### config.mk
export PLATFORM = sky130hd
export DESIGN_NAME = button_debouncer
export DESIGN_NICKNAME = d
export VERILOG_FILES = /design/src/rtl/button_debouncer.sv
export SDC_FILE = /design/constraint.sdc
export NUM_CORES = 1
export LEC_CHECK = 0
export CAP_MARGIN = 20
export CORE_UTILIZATION = 60
export CTS_BUF_LIST = sky130_fd_sc_hd__clkbuf_16
export DETAILED_ROUTE_END_ITERATION = 10
export PLACE_DENSITY = 0.88
export SLEW_MARGIN = 15
export SYNTH_ARGS = -nofsm -noshare
export SYNTH_HDL_FRONTEND = slang
export SYNTH_SLANG_ARGS = --single-unit
### constraint.sdc
create_clock -name clk -period 3.9 [get_ports clk]
set_clock_uncertainty 0.15 [all_clocks]
set_input_delay 0.78 -clock clk [delete_from_list [all_inputs] [get_ports clk]]
set_output_delay 0.78 -clock clk [all_outputs]
set_load 0.01 [all_outputs]
### src/rtl/button_debouncer.sv
`default_nettype none
// ============================================================================
// Module      : button_debouncer
// Description : Synchronises one raw push-button pin, rejects contact bounce
//               and produces a clean pressed level plus single-cycle press,
//               release and long-press strobes.
// Revision    : 1.0 - initial release
// ============================================================================
module button_debouncer #(
    parameter int DEBOUNCE_CYCLES   = 270000,
    parameter int LONG_PRESS_CYCLES = 13500000,
    parameter bit ACTIVE_LOW        = 1'b1
) (
    input  logic clk,
    input  logic reset,
    input  logic btn_in,
    output logic btn_level,
    output logic press_pulse,
    output logic release_pulse,
    output logic long_press_pulse
);

    // ------------------------------------------------------------------------
    // Widths and constants
    // ------------------------------------------------------------------------
    localparam int DB_W   = $clog2(DEBOUNCE_CYCLES + 1);
    localparam int HOLD_W = $clog2(LONG_PRESS_CYCLES + 1);

    // Pin level while the button is not pressed; the synchroniser resets to it
    // so that reset release never looks like an edge.
    localparam logic C_PIN_RELEASED = ACTIVE_LOW;

    // The debounce counter holds the number of agreeing samples already seen,
    // so the sample that arrives while it equals DEBOUNCE_CYCLES-1 is the last
    // one needed. With DEBOUNCE_CYCLES=1 this is zero, giving acceptance on
    // the very first sample.
    localparam logic [DB_W-1:0]   C_DB_LAST  = DB_W'(DEBOUNCE_CYCLES - 1);
    localparam logic [DB_W-1:0]   C_DB_ONE   = DB_W'(1);
    localparam logic [DB_W-1:0]   C_DB_ZERO  = '0;
    localparam logic [HOLD_W-1:0] C_HOLD_MAX = HOLD_W'(LONG_PRESS_CYCLES);
    localparam logic [HOLD_W-1:0] C_HOLD_ONE = HOLD_W'(1);

    typedef enum logic [1:0] {
        S_IDLE         = 2'd0,
        S_PRESS_WAIT   = 2'd1,
        S_HELD         = 2'd2,
        S_RELEASE_WAIT = 2'd3
    } state_t;

    // ------------------------------------------------------------------------
    // Registers and next-state wires
    // ------------------------------------------------------------------------
    logic              r_sync1;
    logic              r_sync2;
    state_t            r_state;
    logic [DB_W-1:0]   r_db_cnt;
    logic [HOLD_W-1:0] r_hold;
    logic              r_long_done;
    logic              r_level;
    logic              r_press;
    logic              r_release;
    logic              r_long;

    state_t            w_state_nxt;
    logic [DB_W-1:0]   w_db_cnt_nxt;
    logic [HOLD_W-1:0] w_hold_nxt;
    logic              w_long_done_nxt;
    logic              w_level_nxt;
    logic              w_press_nxt;
    logic              w_release_nxt;
    logic              w_long_nxt;

    logic              w_pressed;
    logic              w_db_last;
    logic [DB_W-1:0]   w_db_cnt_inc;
    logic [HOLD_W-1:0] w_hold_inc;
    logic              w_hold_sat;
    logic              w_hold_hit;

    // Two-flop synchroniser for the asynchronous pin
    always_ff @(posedge clk or posedge reset) begin
        if (reset) begin
            r_sync1 <= C_PIN_RELEASED;
            r_sync2 <= C_PIN_RELEASED;
        end else begin
            r_sync1 <= btn_in;
            r_sync2 <= r_sync1;
        end
    end

    // Polarity-normalised sample and counter helper terms
    always_comb begin
        w_pressed    = r_sync2 ^ ACTIVE_LOW;
        w_db_last    = (r_db_cnt == C_DB_LAST);
        w_db_cnt_inc = r_db_cnt + C_DB_ONE;
        w_hold_inc   = r_hold + C_HOLD_ONE;
        w_hold_sat   = (r_hold == C_HOLD_MAX);
        w_hold_hit   = (w_hold_inc == C_HOLD_MAX);
    end

    // Next-state, counter and strobe decode
    always_comb begin
        w_state_nxt     = r_state;
        w_db_cnt_nxt    = r_db_cnt;
        w_hold_nxt      = r_hold;
        w_long_done_nxt = r_long_done;
        w_level_nxt     = r_level;
        w_press_nxt     = 1'b0;
        w_release_nxt   = 1'b0;
        w_long_nxt      = 1'b0;

        case (r_state)
            S_IDLE: begin
                w_level_nxt = 1'b0;
                if (w_pressed) begin
                    if (w_db_last) begin
                        // No filtering configured: accept on the first sample
                        w_state_nxt  = S_HELD;
                        w_press_nxt  = 1'b1;
                        w_level_nxt  = 1'b1;
                        w_db_cnt_nxt = C_DB_ZERO;
                    end else begin
                        // This sample is the first of the run
                        w_state_nxt  = S_PRESS_WAIT;
                        w_db_cnt_nxt = C_DB_ONE;
                    end
                end
            end

            S_PRESS_WAIT: begin
                w_level_nxt = 1'b0;
                if (!w_pressed) begin
                    // Bounce: drop the pending press silently
                    w_state_nxt  = S_IDLE;
                    w_db_cnt_nxt = C_DB_ZERO;
                end else if (w_db_last) begin
                    w_state_nxt  = S_HELD;
                    w_press_nxt  = 1'b1;
                    w_level_nxt  = 1'b1;
                    w_db_cnt_nxt = C_DB_ZERO;
                end else begin
                    w_db_cnt_nxt = w_db_cnt_inc;
                end
            end

            S_HELD: begin
                w_level_nxt = 1'b1;
                if (!w_pressed && w_db_last) begin
                    // Unfiltered release: leave at once, hold tracking resets
                    w_state_nxt     = S_IDLE;
                    w_release_nxt   = 1'b1;
                    w_level_nxt     = 1'b0;
                    w_db_cnt_nxt    = C_DB_ZERO;
                    w_hold_nxt      = '0;
                    w_long_done_nxt = 1'b0;
                end else begin
                    // Hold time keeps counting on the cycle a release starts
                    if (!w_hold_sat) begin
                        w_hold_nxt = w_hold_inc;
                        if (w_hold_hit && !r_long_done) begin
                            w_long_nxt      = 1'b1;
                            w_long_done_nxt = 1'b1;
                        end
                    end
                    if (!w_pressed) begin
                        w_state_nxt  = S_RELEASE_WAIT;
                        w_db_cnt_nxt = C_DB_ONE;
                    end
                end
            end

            S_RELEASE_WAIT: begin
                w_level_nxt = 1'b1;
                if (w_pressed) begin
                    // Glitch while held: resume holding, hold count intact
                    w_state_nxt  = S_HELD;
                    w_db_cnt_nxt = C_DB_ZERO;
                end else if (w_db_last) begin
                    w_state_nxt     = S_IDLE;
                    w_release_nxt   = 1'b1;
                    w_level_nxt     = 1'b0;
                    w_db_cnt_nxt    = C_DB_ZERO;
                    w_hold_nxt      = '0;
                    w_long_done_nxt = 1'b0;
                end else begin
                    w_db_cnt_nxt = w_db_cnt_inc;
                end
            end

            default: begin
                w_state_nxt     = S_IDLE;
                w_db_cnt_nxt    = C_DB_ZERO;
                w_hold_nxt      = '0;
                w_long_done_nxt = 1'b0;
                w_level_nxt     = 1'b0;
            end
        endcase
    end

    // State, counters and registered outputs
    always_ff @(posedge clk or posedge reset) begin
        if (reset) begin
            r_state     <= S_IDLE;
            r_db_cnt    <= '0;
            r_hold      <= '0;
            r_long_done <= 1'b0;
            r_level     <= 1'b0;
            r_press     <= 1'b0;
            r_release   <= 1'b0;
            r_long      <= 1'b0;
        end else begin
            r_state     <= w_state_nxt;
            r_db_cnt    <= w_db_cnt_nxt;
            r_hold      <= w_hold_nxt;
            r_long_done <= w_long_done_nxt;
            r_level     <= w_level_nxt;
            r_press     <= w_press_nxt;
            r_release   <= w_release_nxt;
            r_long      <= w_long_nxt;
        end
    end

    assign btn_level        = r_level;
    assign press_pulse      = r_press;
    assign release_pulse    = r_release;
    assign long_press_pulse = r_long;

endmodule
`default_nettype wire
==> insert_results.sql, run 1 <==
INSERT INTO impl_metrics (metric_group, metric, value, unit) VALUES
('outcome', 'outcome', 'finished, final reports clean', ''),
('layout', 'synthToLayoutAreaGrowth', '7.48', '%'),
('worst_setup_path', 'worstPathRequired', '3.94', 'ns'),
('drt', 'vias_per_cell', '6.57', ''),
('global_routing', 'grt_use_total', '0.297', ''),
('placed_design', 'post-dp-hpwl', '5.26', 'mm'),
('timing', 'post-route-worst-setup-slack', '0.815', 'ns'),
('synthesis', 'asyncSetResetFlopFracSynth', '1.00', ''),
('layout', 'sequential_cell_area', '1300', 'um^2'),
('cts', 'cts_setup_buffers', '0', ''),
('worst_setup_path', 'crit_type', 'register to register', ''),
('die', 'core-area', '5110', 'um^2'),
('hold_path', 'holdPathStages', '0', ''),
('synthesis', 'synthesis.nets', '371', ''),
('layout', 'finish.net_count', '370', ''),
('drt', 'postRouteAntennaNets', '0', ''),
('cts', 'worstSkewPairLatency', '0.29', 'ns'),
('placed_design', 'dp_cells', '426', ''),
('synthesis', 'post_synth_main_area_contributors', 'sky130_fd_sc_hd__dfrtp_1 (39%), sky130_fd_sc_hd__o21ai_0 (5.4%), sky130_fd_sc_hd__xor2_1 (4.1%), sky130_fd_sc_hd__nor2_1 (4.0%), sky130_fd_sc_hd__nand2_1 (3.8%)', ''),
('synthesis', 'yosysSeqAreaShare', '0.410', ''),
('drt', 'vias', '2844', ''),
('timing', 'maxSlewHeadroom', '0.360', ''),
('synthesis', 'synth_top_family_by_area', 'simple AND/OR/NAND/NOR gates', ''),
('global_routing', 'grt_remaining_overflow', '0', ''),
('drt', 'drt_iter0_markers', '280', ''),
('cts', 'tritoncts.num_buffers', '5', ''),
('synthesis', 'synth_fa_ha_area_frac', '0.0157', ''),
('worst_setup_path', 'cp.buffers_inverters', '0', ''),
('synthesis', 'synth_enable_flop_cells', '0', ''),
('drt', 'drt_wl_total', '7.57', 'mm'),
('synthesis', 'post-synth-top-area-fraction', '0.394', ''),
('global_routing', 'grt_pass1_vias', '2564', ''),
('die', 'die_w', '74.8', 'um'),
('layout', 'diodes', '0', ''),
('die', 'placementRows', '26', ''),
('drt', 'routed_wire_length_per_instance', '17.5', 'um'),
('synthesis', 'multiplexer_area_fraction_after_synthesis', '0.00945', ''),
('placed_design', 'dpl_cell_area', '3280', 'um^2'),
('worst_setup_path', 'maximum_net_fanout_on_the_critical_path', '10', ''),
('flow_run', 'max_cap_violations', '0', ''),
('cts', 'clk_pin_slew_worst_paths', '0.06', 'ns'),
('layout', 'fillCellCount', '434', ''),
('placed_design', 'place_ws', '0.830', 'ns'),
('timing', 'fin_setup_tns', '0', 'ns'),
('timing', 'timing_hold_violations_final', '0', ''),
('cts', 'clock-root-buffer', 'sky130_fd_sc_hd__clkbuf_16', ''),
('worst_setup_path', 'worst_setup_path_end_kind', 'register', ''),
('synthesis', 'post_synth.cell_area_avg', '8.73', 'um^2'),
('die', 'floorplan.die_area', '5590', 'um^2'),
('die', 'dieHeight', '74.8', 'um'),
('global_routing', 'antenna_found_initial', '0', ''),
('layout', 'multi_input_area', '1750', 'um^2'),
('timing', 'final_min_period_over_clock_period', '0.791', ''),
('drt', 'drc_errors', '0', ''),
('layout', 'final_layout_size_suffix_gt1_frac', '0.0882', ''),
('layout', 'final_core_utilization', '0.669', ''),
('power_and_ir_drop', 'power_leakage', '1.29', 'nW'),
('cts', 'tritoncts', 'yes', ''),
('timing', 'timing.final.crit_period', '3.08', 'ns'),
('worst_setup_path', 'path_cells', 'ha_1 > nand2_1 > or3_1 > or3_1 > a2111oi_0 > nand4_1 > o31ai_1', ''),
('synthesis', 'total_of_warnings_raised_by_yosys', '0', ''),
('power_and_ir_drop', 'ir_worst_vdd', '0.000187', 'V'),
('timing', 'setup_viol_count_final', '0', ''),
('worst_setup_path', 'cpLargestDelayFamily', 'simple AND/OR/NAND/NOR gates', ''),
('timing', 'worst_slew_pin_slew', '0.956', 'ns'),
('cts', 'ctsHoldBuffers', '0', ''),
('cts', 'clock_path_buffers', '2', ''),
('synthesis', 'synthXorXnorAreaFrac', '0.0661', ''),
('global_routing', 'grt_first_pass_wirelength', '12.5', 'mm'),
('layout', 'layoutNonFillerInstCount', '433', ''),
('layout', 'stdcell_area', '3420', 'um^2');
[synthesized netlist by cell type (all sizes together), types with 4 or more instances]
| cell | n |
|---|---|
| a21o | 4 |
| a21oi | 10 |
| and2 | 4 |
| and3 | 4 |
| and4 | 4 |
| buf | 7 |
| clkbuf | 13 |
| dfrtp | 50 |
| ha | 4 |
| inv | 10 |
| nand2 | 32 |
| nand3 | 19 |
| nand4 | 16 |
| nor2 | 34 |
| nor3 | 19 |
| nor4 | 6 |
| o21ai | 35 |
| o31ai | 8 |
| or2 | 6 |
| or3 | 8 |
| xnor2 | 9 |
| xor2 | 15 |
[final timing paths]
| kind | end | start | slack, ns |
|---|---|---|---|
| worst max-delay path | r_long_done | r_hold[1] | 0.82 |
| worst min-delay path | r_sync2 | r_sync1 | 0.21 |
| worst max register to register | r_long_done | r_hold[1] | 0.82 |
| worst min register to register | r_sync2 | r_sync1 | 0.21 |
| max in group asynchronous | release_pulse | reset | 2.26 |
| min in group asynchronous | r_db_cnt[15] | reset | 0.82 |
[sequential cells by signal (all words and copies together) (netlist names)]
| signal | count |
|---|---|
| press_pulse | 1 |
| r_sync1 | 1 |
| long_press_pulse | 1 |
| btn_level | 1 |
| r_hold | 24 |
| release_pulse | 1 |
| r_state | 2 |
| r_db_cnt | 19 |
| r_long_done | 1 |
| r_sync2 | 1 |
[cells by family after synthesis]
group	count (synthesis)
buffers and inverters	30
xor gates and xnor gates	24
adders and majority gates	4
muxes	3
AOI/OAI and AO/OA	81
DFF	52
and+or+nand+nor	170
[layout make-up]
cell class	instances	area share
multi-input combinational	282	0.512
sequential	52	0.382
clock buffer	5	0.0366
timing repair buffer	12	0.0308
tap	70	0.0256
inverter	10	0.0114
clock inverter	2	0.00220
[cell usage in the layout (no fill, tap or decap), types with 3 or more instances in the layout]
cell type and n:
sky130_fd_sc_hd__clkdlybuf4s50_1 6, sky130_fd_sc_hd__buf_4 6, sky130_fd_sc_hd__nor3_1 19, sky130_fd_sc_hd__and3_1 4, sky130_fd_sc_hd__nand2_1 32, sky130_fd_sc_hd__nor4bb_1 3, sky130_fd_sc_hd__inv_1 9, sky130_fd_sc_hd__or3_2 3
sky130_fd_sc_hd__nand4_1 14, sky130_fd_sc_hd__ha_1 4, sky130_fd_sc_hd__mux2i_1 3, sky130_fd_sc_hd__clkbuf_16 5, sky130_fd_sc_hd__o21ai_0 34, sky130_fd_sc_hd__nor4_1 6, sky130_fd_sc_hd__a21oi_1 10, sky130_fd_sc_hd__o31ai_1 8
sky130_fd_sc_hd__or3_1 5, sky130_fd_sc_hd__xor2_1 15, sky130_fd_sc_hd__and2_1 3, sky130_fd_sc_hd__nor2_1 34, sky130_fd_sc_hd__nand3_1 19, sky130_fd_sc_hd__dfrtp_1 50, sky130_fd_sc_hd__xnor2_1 9, sky130_fd_sc_hd__a22o_1 3
sky130_fd_sc_hd__and4_1 3, sky130_fd_sc_hd__a31oi_1 3, sky130_fd_sc_hd__or2_2 6, sky130_fd_sc_hd__a21o_1 4
[layer usage]
| layer | part of all wire | routed length [um] | up-vias | GRT usage |
|---|---|---|---|---|
| met4 | 0.023 | 172 | 0 | 0.113 |
| li1 | - | - | 1332 | - |
| met5 | 0 | 0 | - | 0 |
| met3 | 0.067 | 509 | 21 | 0.0549 |
| met1 | 0.42 | 3170 | 1356 | 0.411 |
| met2 | 0.49 | 3710 | 135 | 0.463 |
[stage by stage]
| step | hold slack [ns] | total power [W] |
|---|---|---|
| 2_1_floorplan | 0.195 | 0.000581 |
| 3_3_place_gp | 0.212 | 0.000590 |
| 3_5_place_dp | 0.211 | 0.000591 |
| 4_1_cts | 0.217 | 0.00100 |
| 5_1_grt | 0.218 | 0.00102 |
| 6_report | 0.214 | 0.000996 |
[power breakdown]
group	switching, W	internal, W
Clock	0.000184	0.000230
Combinational	0.0000211	0.00000879
Sequential	0.00000625	0.000545
(Power assumes the default switching activity.)
==> inputs of run 2 (changes only) <==
Clock period 3.9 ns to 2.96 ns, I/O delays scaled along.
==> run 2 against run 1 <==
Against the previous run:
- sequential power increased by 32%
- highest routed layer unchanged
- setup slack got worse by 0.74 ns
- power increased by 36%
- flip-flop and latch count unchanged
- combinational power increased by 41%
==> insert_results.sql, run 2 (same netlist as run 1, synthesis figures left out) <==
INSERT INTO impl_metrics (metric_group, metric, value, unit) VALUES
('timing', 'max_clock_freq', '347', 'MHz'),
('timing', 'final_min_period_over_clock_period', '0.975', ''),
('drt', 'drt_wl_total', '8.25', 'mm'),
('worst_setup_path', 'path_cells', 'nand4_1 > or4_4 > or4_1 > xor2_1 > a211o_1 > a2111oi_2', ''),
('power_and_ir_drop', 'power_leakage', '1.38', 'nW'),
('placed_design', 'place_ws', '0.111', 'ns'),
('drt', 'drt-pass1-iter-count', '4', ''),
('cts', 'worstSkewPairLatency', '0.29', 'ns'),
('layout', 'synthToLayoutAreaGrowth', '12.4', '%'),
('cts', 'tritoncts.num_buffers', '5', ''),
('outcome', 'outcome', 'finished, final reports clean', ''),
('timing', 'timing_hold_violations_final', '0', ''),
('worst_setup_path', 'r2r_cells', '6', ''),
('die', 'initial_utilization', '0.622', ''),
('cts', 'cts.htree.levels', '2', ''),
('layout', 'sequential_cell_area', '1310', 'um^2'),
('worst_setup_path', 'worst_setup_path_end_kind', 'register', ''),
('cts', 'clk_pin_slew_worst_paths', '0.07', 'ns'),
('timing', 'grt_setup_unrepaired', 'no', ''),
('die', 'pin_count', '7', ''),
('power_and_ir_drop', 'share_of_total_power_in_sequential_cells', '0.535', ''),
('worst_setup_path', 'cpLargestDelayFamily', 'simple AND/OR/NAND/NOR gates', ''),
('drt', 'vias', '3014', ''),
('power_and_ir_drop', 'ir_worst_vdd', '0.000241', 'V'),
('layout', 'largest_reg_flops', '24', ''),
('global_routing', 'grt_pass1_vias', '2722', ''),
('worst_setup_path', 'worstPathRequired', '2.99', 'ns'),
('global_routing', 'grt_use_total', '0.313', ''),
('power_and_ir_drop', 'switching_share', '0.228', ''),
('timing', 'worst_slew_pin_slew', '0.633', 'ns'),
('worst_setup_path', 'worst_path_largest_cell_delay', '0.64', 'ns'),
('placed_design', 'dp_cells', '442', ''),
('layout', 'final_layout_size_suffix_gt1_frac', '0.157', ''),
('layout', 'layoutNonFillerInstCount', '451', ''),
('placed_design', 'dpl_cell_area', '3400', 'um^2'),
('cts', 'clock_sinks', '52', ''),
('worst_setup_path', 'crit_type', 'register to register', ''),
('die', 'core-area', '5110', 'um^2'),
('drt', 'routed_wire_length_per_instance', '18.3', 'um'),
('cts', 'clock-root-buffer', 'sky130_fd_sc_hd__clkbuf_16', ''),
('layout', 'largestRegisters', 'r_hold x24, r_db_cnt x19, r_state x2', ''),
('layout', 'stdcell_area', '3570', 'um^2'),
('die', 'dieHeight', '74.8', 'um'),
('power_and_ir_drop', 'clockPowerShare', '0.434', ''),
('layout', 'registers.top_by_ff_count', 'r_hold', ''),
('global_routing', 'grt_max_degree', '22', ''),
('power_and_ir_drop', 'comb_power_share', '0.031', ''),
('layout', 'most-common-layout-cells', 'sky130_fd_sc_hd__dfrtp_1 (45), sky130_fd_sc_hd__o21ai_0 (34), sky130_fd_sc_hd__nor2_1 (33)', ''),
('cts', 'tritoncts', 'yes', ''),
('layout', 'multi_input_area', '1760', 'um^2'),
('timing', 'setup_viol_count_final', '0', ''),
('timing', 'maxSlewHeadroom', '0.574', ''),
('global_routing', 'grt_remaining_overflow', '0', ''),
('cts', 'ctsHoldBuffers', '0', ''),
('cts', 'clock_path_buffers', '2', ''),
('power_and_ir_drop', 'power_per_cell_area', '380', 'nW/um^2'),
('timing', 'final_max_slew_viol_count', '0', ''),
('global_routing', 'antenna_found_initial', '0', ''),
('hold_path', 'worstHoldPathType', 'register to register', ''),
('power_and_ir_drop', 'internal_power', '0.00105', 'W'),
('power_and_ir_drop', 'net-switching-power', '0.000309', 'W'),
('layout', 'fillCellCount', '375', ''),
('hold_path', 'holdPathStages', '0', ''),
('timing', 'timing.final.crit_period', '2.88', 'ns'),
('worst_setup_path', 'critPathSlowestCell', 'sky130_fd_sc_hd__or4_1', ''),
('layout', 'mostFrequentLayoutCell', 'sky130_fd_sc_hd__dfrtp_1', ''),
('drt', 'drc_errors', '0', ''),
('drt', 'postRouteAntennaNets', '0', ''),
('worst_setup_path', 'worstSetupPathDepth', '6', ''),
('placed_design', 'gp_congestion', '0.988', ''),
('die', 'placementRows', '26', ''),
('die', 'die_w', '74.8', 'um'),
('timing', 'fin_setup_tns', '0', 'ns'),
('drt', 'drt_iter0_markers', '301', ''),
('flow_run', 'max_cap_violations', '0', ''),
('worst_setup_path', 'setup_crit_start_kind', 'register', ''),
('layout', 'finish.net_count', '387', ''),
('timing', 'post-route-worst-setup-slack', '0.0753', 'ns'),
('drt', 'vias_per_cell', '6.68', ''),
('worst_setup_path', 'cp.buffers_inverters', '0', ''),
('placed_design', 'numPortBuffers', '6', ''),
('global_routing', 'grt_first_pass_wirelength', '13.2', 'mm'),
('die', 'floorplan.die_area', '5590', 'um^2'),
('layout', 'diodes', '0', ''),
('worst_setup_path', 'maximum_net_fanout_on_the_critical_path', '8', ''),
('worst_setup_path', 'critical_path_at', '2.91', 'ns'),
('placed_design', 'post-dp-hpwl', '5.82', 'mm');
==> run 2: cell count changes in the layout (fill, tap and decap cells not counted), sizes merged <==
cell / change
clkinv: -1
inv: +2
buf: +17
==> run 2: final timing paths <==
path	startpoint	endpoint	slack [ns]
worst max register to register	r_hold[12]	long_press_pulse	0.08
worst min register to register	r_sync1	r_sync2	0.22
max in group asynchronous	reset	r_sync2	1.53
worst max-delay path	r_hold[12]	long_press_pulse	0.08
min in group asynchronous	reset	r_hold[9]	0.47
worst min-delay path	r_sync1	r_sync2	0.22
==> run 2: cell type report <==
type,count,area share
tap,70,0.0245
sequential,52,0.367
multi-input combinational,282,0.492
inverter,10,0.0105
clock buffer,5,0.0350
clock inverter,3,0.00630
timing repair buffer,29,0.0651
==> run 2: through the flow <==
stage               hold WS (ns)   util  total power [W]
global route               0.225  0.700          0.00139
finish                     0.223  0.700          0.00136
floorplan                  0.195      -         0.000765
global placement           0.208  0.666         0.000780
CTS                        0.222  0.695          0.00136
detailed placement         0.210  0.666         0.000782
==> run 2: metal layers <==
metal	GRT usage	up-vias	share of wire
met5	0	-	0
met1	0.430	1448	0.42
met4	0.138	0	0.030
li1	-	1365	-
met2	0.479	175	0.47
met3	0.0669	26	0.085
==> run 2: repair_timing <==
| action | in CTS | in global routing |
|---|---|---|
| setup endpoints to repair | 0 | 2 |
| gates resized for setup | 0 | 8 |
| setup buffers | 0 | 1 |
==> run 2: power groups by stage <==
stage	Combinational (W)	Sequential, W	Clock [W]
floorplan	0.0000293	0.000736	0
detailed placement	0.0000431	0.000739	0
global placement	0.0000413	0.000739	0
CTS	0.0000433	0.000726	0.000587
finish	0.0000421	0.000726	0.000589
global route	0.0000480	0.000726	0.000614
==> inputs of run 3 (changes only) <==
Settings changed: CORE_ASPECT_RATIO set to 0.9, PLACE_DENSITY 0.88 to 0.74.
==> run 3 against run 2 <==
Against the previous run:
- critical path depth unchanged
- wire length decreased by 3.6%
- register-to-register slack improved by 0.02 ns
- combinational power decreased by 5.2%
- highest routed layer unchanged
- flip-flop and latch count unchanged
==> insert_results.sql, run 3 (same netlist as run 1, synthesis figures left out) <==
INSERT INTO impl_metrics (metric_group, metric, value, unit) VALUES
('outcome', 'outcome', 'finished, final reports clean', ''),
('power_and_ir_drop', 'ir_worst_vdd', '0.000309', 'V'),
('timing', 'grt_setup_unrepaired', 'no', ''),
('cts', 'clock_path_buffers', '2', ''),
('timing', 'final_min_period_over_clock_period', '0.966', ''),
('die', 'floorplan.die_area', '5590', 'um^2'),
('global_routing', 'grt_remaining_overflow', '0', ''),
('cts', 'cts.htree.levels', '2', ''),
('global_routing', 'grt_max_degree', '53', ''),
('drt', 'drt_iter0_markers', '257', ''),
('placed_design', 'post-dp-hpwl', '5.61', 'mm'),
('timing', 'worst_slew_pin_slew', '0.758', 'ns'),
('drt', 'drt-pass1-iter-count', '5', ''),
('worst_setup_path', 'cp.buffers_inverters', '0', ''),
('layout', 'synthToLayoutAreaGrowth', '12.6', '%'),
('cts', 'ctsHoldBuffers', '0', ''),
('timing', 'setup_viol_count_final', '0', ''),
('die', 'dieHeight', '71.1', 'um'),
('die', 'core-area', '4950', 'um^2'),
('hold_path', 'holdPathStages', '0', ''),
('worst_setup_path', 'worstPathRequired', '3.00', 'ns'),
('layout', 'layoutNonFillerInstCount', '449', ''),
('cts', 'clock_sinks', '52', ''),
('global_routing', 'antenna_found_initial', '0', ''),
('die', 'die_w', '78.7', 'um'),
('drt', 'vias', '2855', ''),
('die', 'placementRows', '24', ''),
('hold_path', 'hold_path_startpoint', 'r_sync1', ''),
('die', 'initial_utilization', '0.642', ''),
('cts', 'worstSkewPairLatency', '0.29', 'ns'),
('worst_setup_path', 'crit-reg2reg-launch', 'r_hold[6]', ''),
('placed_design', 'dp_cells', '441', ''),
('worst_setup_path', 'cpLargestDelayFamily', 'simple AND/OR/NAND/NOR gates', ''),
('worst_setup_path', 'worstSetupPathDepth', '6', ''),
('global_routing', 'grt_pass1_vias', '2623', ''),
('placed_design', 'gp_congestion', '0.942', ''),
('timing', 'final_max_slew_viol_count', '0', ''),
('drt', 'drc_errors', '0', ''),
('layout', 'final_layout_size_suffix_gt1_frac', '0.148', ''),
('worst_setup_path', 'critical_path_at', '2.90', 'ns'),
('worst_setup_path', 'path_cells', 'nand4_4 > or4_4 > or4_1 > xor2_1 > a211o_1 > a2111oi_2', ''),
('worst_setup_path', 'worst_path_largest_cell_delay', '0.64', 'ns'),
('timing', 'timing.final.crit_period', '2.86', 'ns'),
('layout', 'registers.top_by_ff_count', 'r_hold', ''),
('hold_path', 'worstHoldPathType', 'register to register', ''),
('timing', 'maxSlewHeadroom', '0.493', ''),
('worst_setup_path', 'crit_type', 'register to register', ''),
('worst_setup_path', 'worstSetupStartpoint', 'r_hold[6]', ''),
('worst_setup_path', 'worst_setup_path_end_kind', 'register', ''),
('layout', 'most-common-layout-cells', 'sky130_fd_sc_hd__dfrtp_1 (49), sky130_fd_sc_hd__nor2_1 (34), sky130_fd_sc_hd__o21ai_0 (34)', ''),
('layout', 'finish.net_count', '390', ''),
('worst_setup_path', 'reg2reg_slack', '0.1', 'ns'),
('layout', 'largestRegisters', 'r_hold x24, r_db_cnt x19, r_state x2', ''),
('layout', 'mostFrequentLayoutCell', 'sky130_fd_sc_hd__dfrtp_1', ''),
('power_and_ir_drop', 'power_per_cell_area', '377', 'nW/um^2'),
('drt', 'routed_wire_length_per_instance', '17.7', 'um'),
('timing', 'max_clock_freq', '350', 'MHz'),
('worst_setup_path', 'critPathSlowestCell', 'sky130_fd_sc_hd__or4_1', ''),
('worst_setup_path', 'maximum_net_fanout_on_the_critical_path', '9', ''),
('cts', 'tritoncts', 'yes', ''),
('drt', 'vias_per_cell', '6.36', ''),
('cts', 'clk_pin_slew_worst_paths', '0.07', 'ns'),
('cts', 'tritoncts.num_buffers', '5', ''),
('layout', 'diodes', '0', ''),
('timing', 'timing_hold_violations_final', '0', ''),
('layout', 'largest_reg_flops', '24', ''),
('worst_setup_path', 'setup_crit_start_kind', 'register', ''),
('drt', 'drt_wl_total', '7.95', 'mm'),
('flow_run', 'max_cap_violations', '0', ''),
('global_routing', 'grt_use_total', '0.304', ''),
('die', 'pin_count', '7', ''),
('placed_design', 'numPortBuffers', '6', ''),
('worst_setup_path', 'r2r_cells', '6', ''),
('drt', 'postRouteAntennaNets', '0', ''),
('global_routing', 'grt_first_pass_wirelength', '12.9', 'mm'),
('cts', 'clock-root-buffer', 'sky130_fd_sc_hd__clkbuf_16', ''),
('power_and_ir_drop', 'power_leakage', '1.40', 'nW'),
('timing', 'fin_setup_tns', '0', 'ns');
[run 3: worst register-to-register path, delay by kind of cell (launching register included)]
family | cells | cell delay [ns]
flip-flops | 1 | 0.51
AO/OA/AOI/OAI | 2 | 0.57
XOR/XNOR | 1 | 0.18
AND/OR/NAND/NOR | 3 | 1.35
[run 3: routing by layer]
| metal | global-route usage | share of wire | up-vias |
|---|---|---|---|
| met5 | 0 | 0 | - |
| met4 | 0.0802 | 0.010 | 0 |
| met3 | 0.0477 | 0.075 | 12 |
| met2 | 0.460 | 0.44 | 126 |
| met1 | 0.453 | 0.47 | 1345 |
| li1 | - | - | 1372 |
[run 3: final timing paths]
| check | to |
|---|---|
| hold / removal | r_sync2 |
| setup / recovery | long_press_pulse |
| hold reg to reg | r_sync2 |
| setup reg to reg | long_press_pulse |
| max in group asynchronous | r_hold[1] |
| min in group asynchronous | r_hold[17] |
[run 3: power breakdown]
part	leakage [nW]	internal, W	switching, W
registers	0.712	0.000718	0.00000772
clock network	0.0702	0.000315	0.000268
logic	0.619	0.0000124	0.0000274
total	1.40	0.00105	0.000303
[run 3: metrics by stage]
| stage | instance area (um^2) | utilization | power, W | hold slack (ns) | worst slack (ns) |
|---|---|---|---|---|---|
| after floorplan | 3180 | - | 0.000765 | 0.195 | 0.226 |
| after global placement | 3430 | 0.692 | 0.000779 | 0.203 | 0.0471 |
| after detailed placement | 3430 | 0.692 | 0.000780 | 0.200 | 0.0635 |
| after CTS | 3570 | 0.721 | 0.00136 | 0.213 | 0.0121 |
| after global routing | 3580 | 0.723 | 0.00139 | 0.217 | 0.00710 |
| final | 3580 | 0.723 | 0.00135 | 0.210 | 0.0994 |
[run 3: timing repair]
action	in CTS	in global routing
endpoints found under the setup margin	0	2
setup buffers	0	0
hold endpoints to repair	0	0
gates resized for setup	0	3
[run 3: cell type report]
| cell class | instances | area (um^2) |
|---|---|---|
| multi-input combinational | 282 | 1760 |
| fill | 385 | 1370 |
| sequential | 52 | 1310 |
| timing repair buffer | 32 | 255 |
| clock buffer | 5 | 125 |
| tap | 65 | 81.3 |
| inverter | 10 | 37.5 |
| clock inverter | 3 | 21.3 |
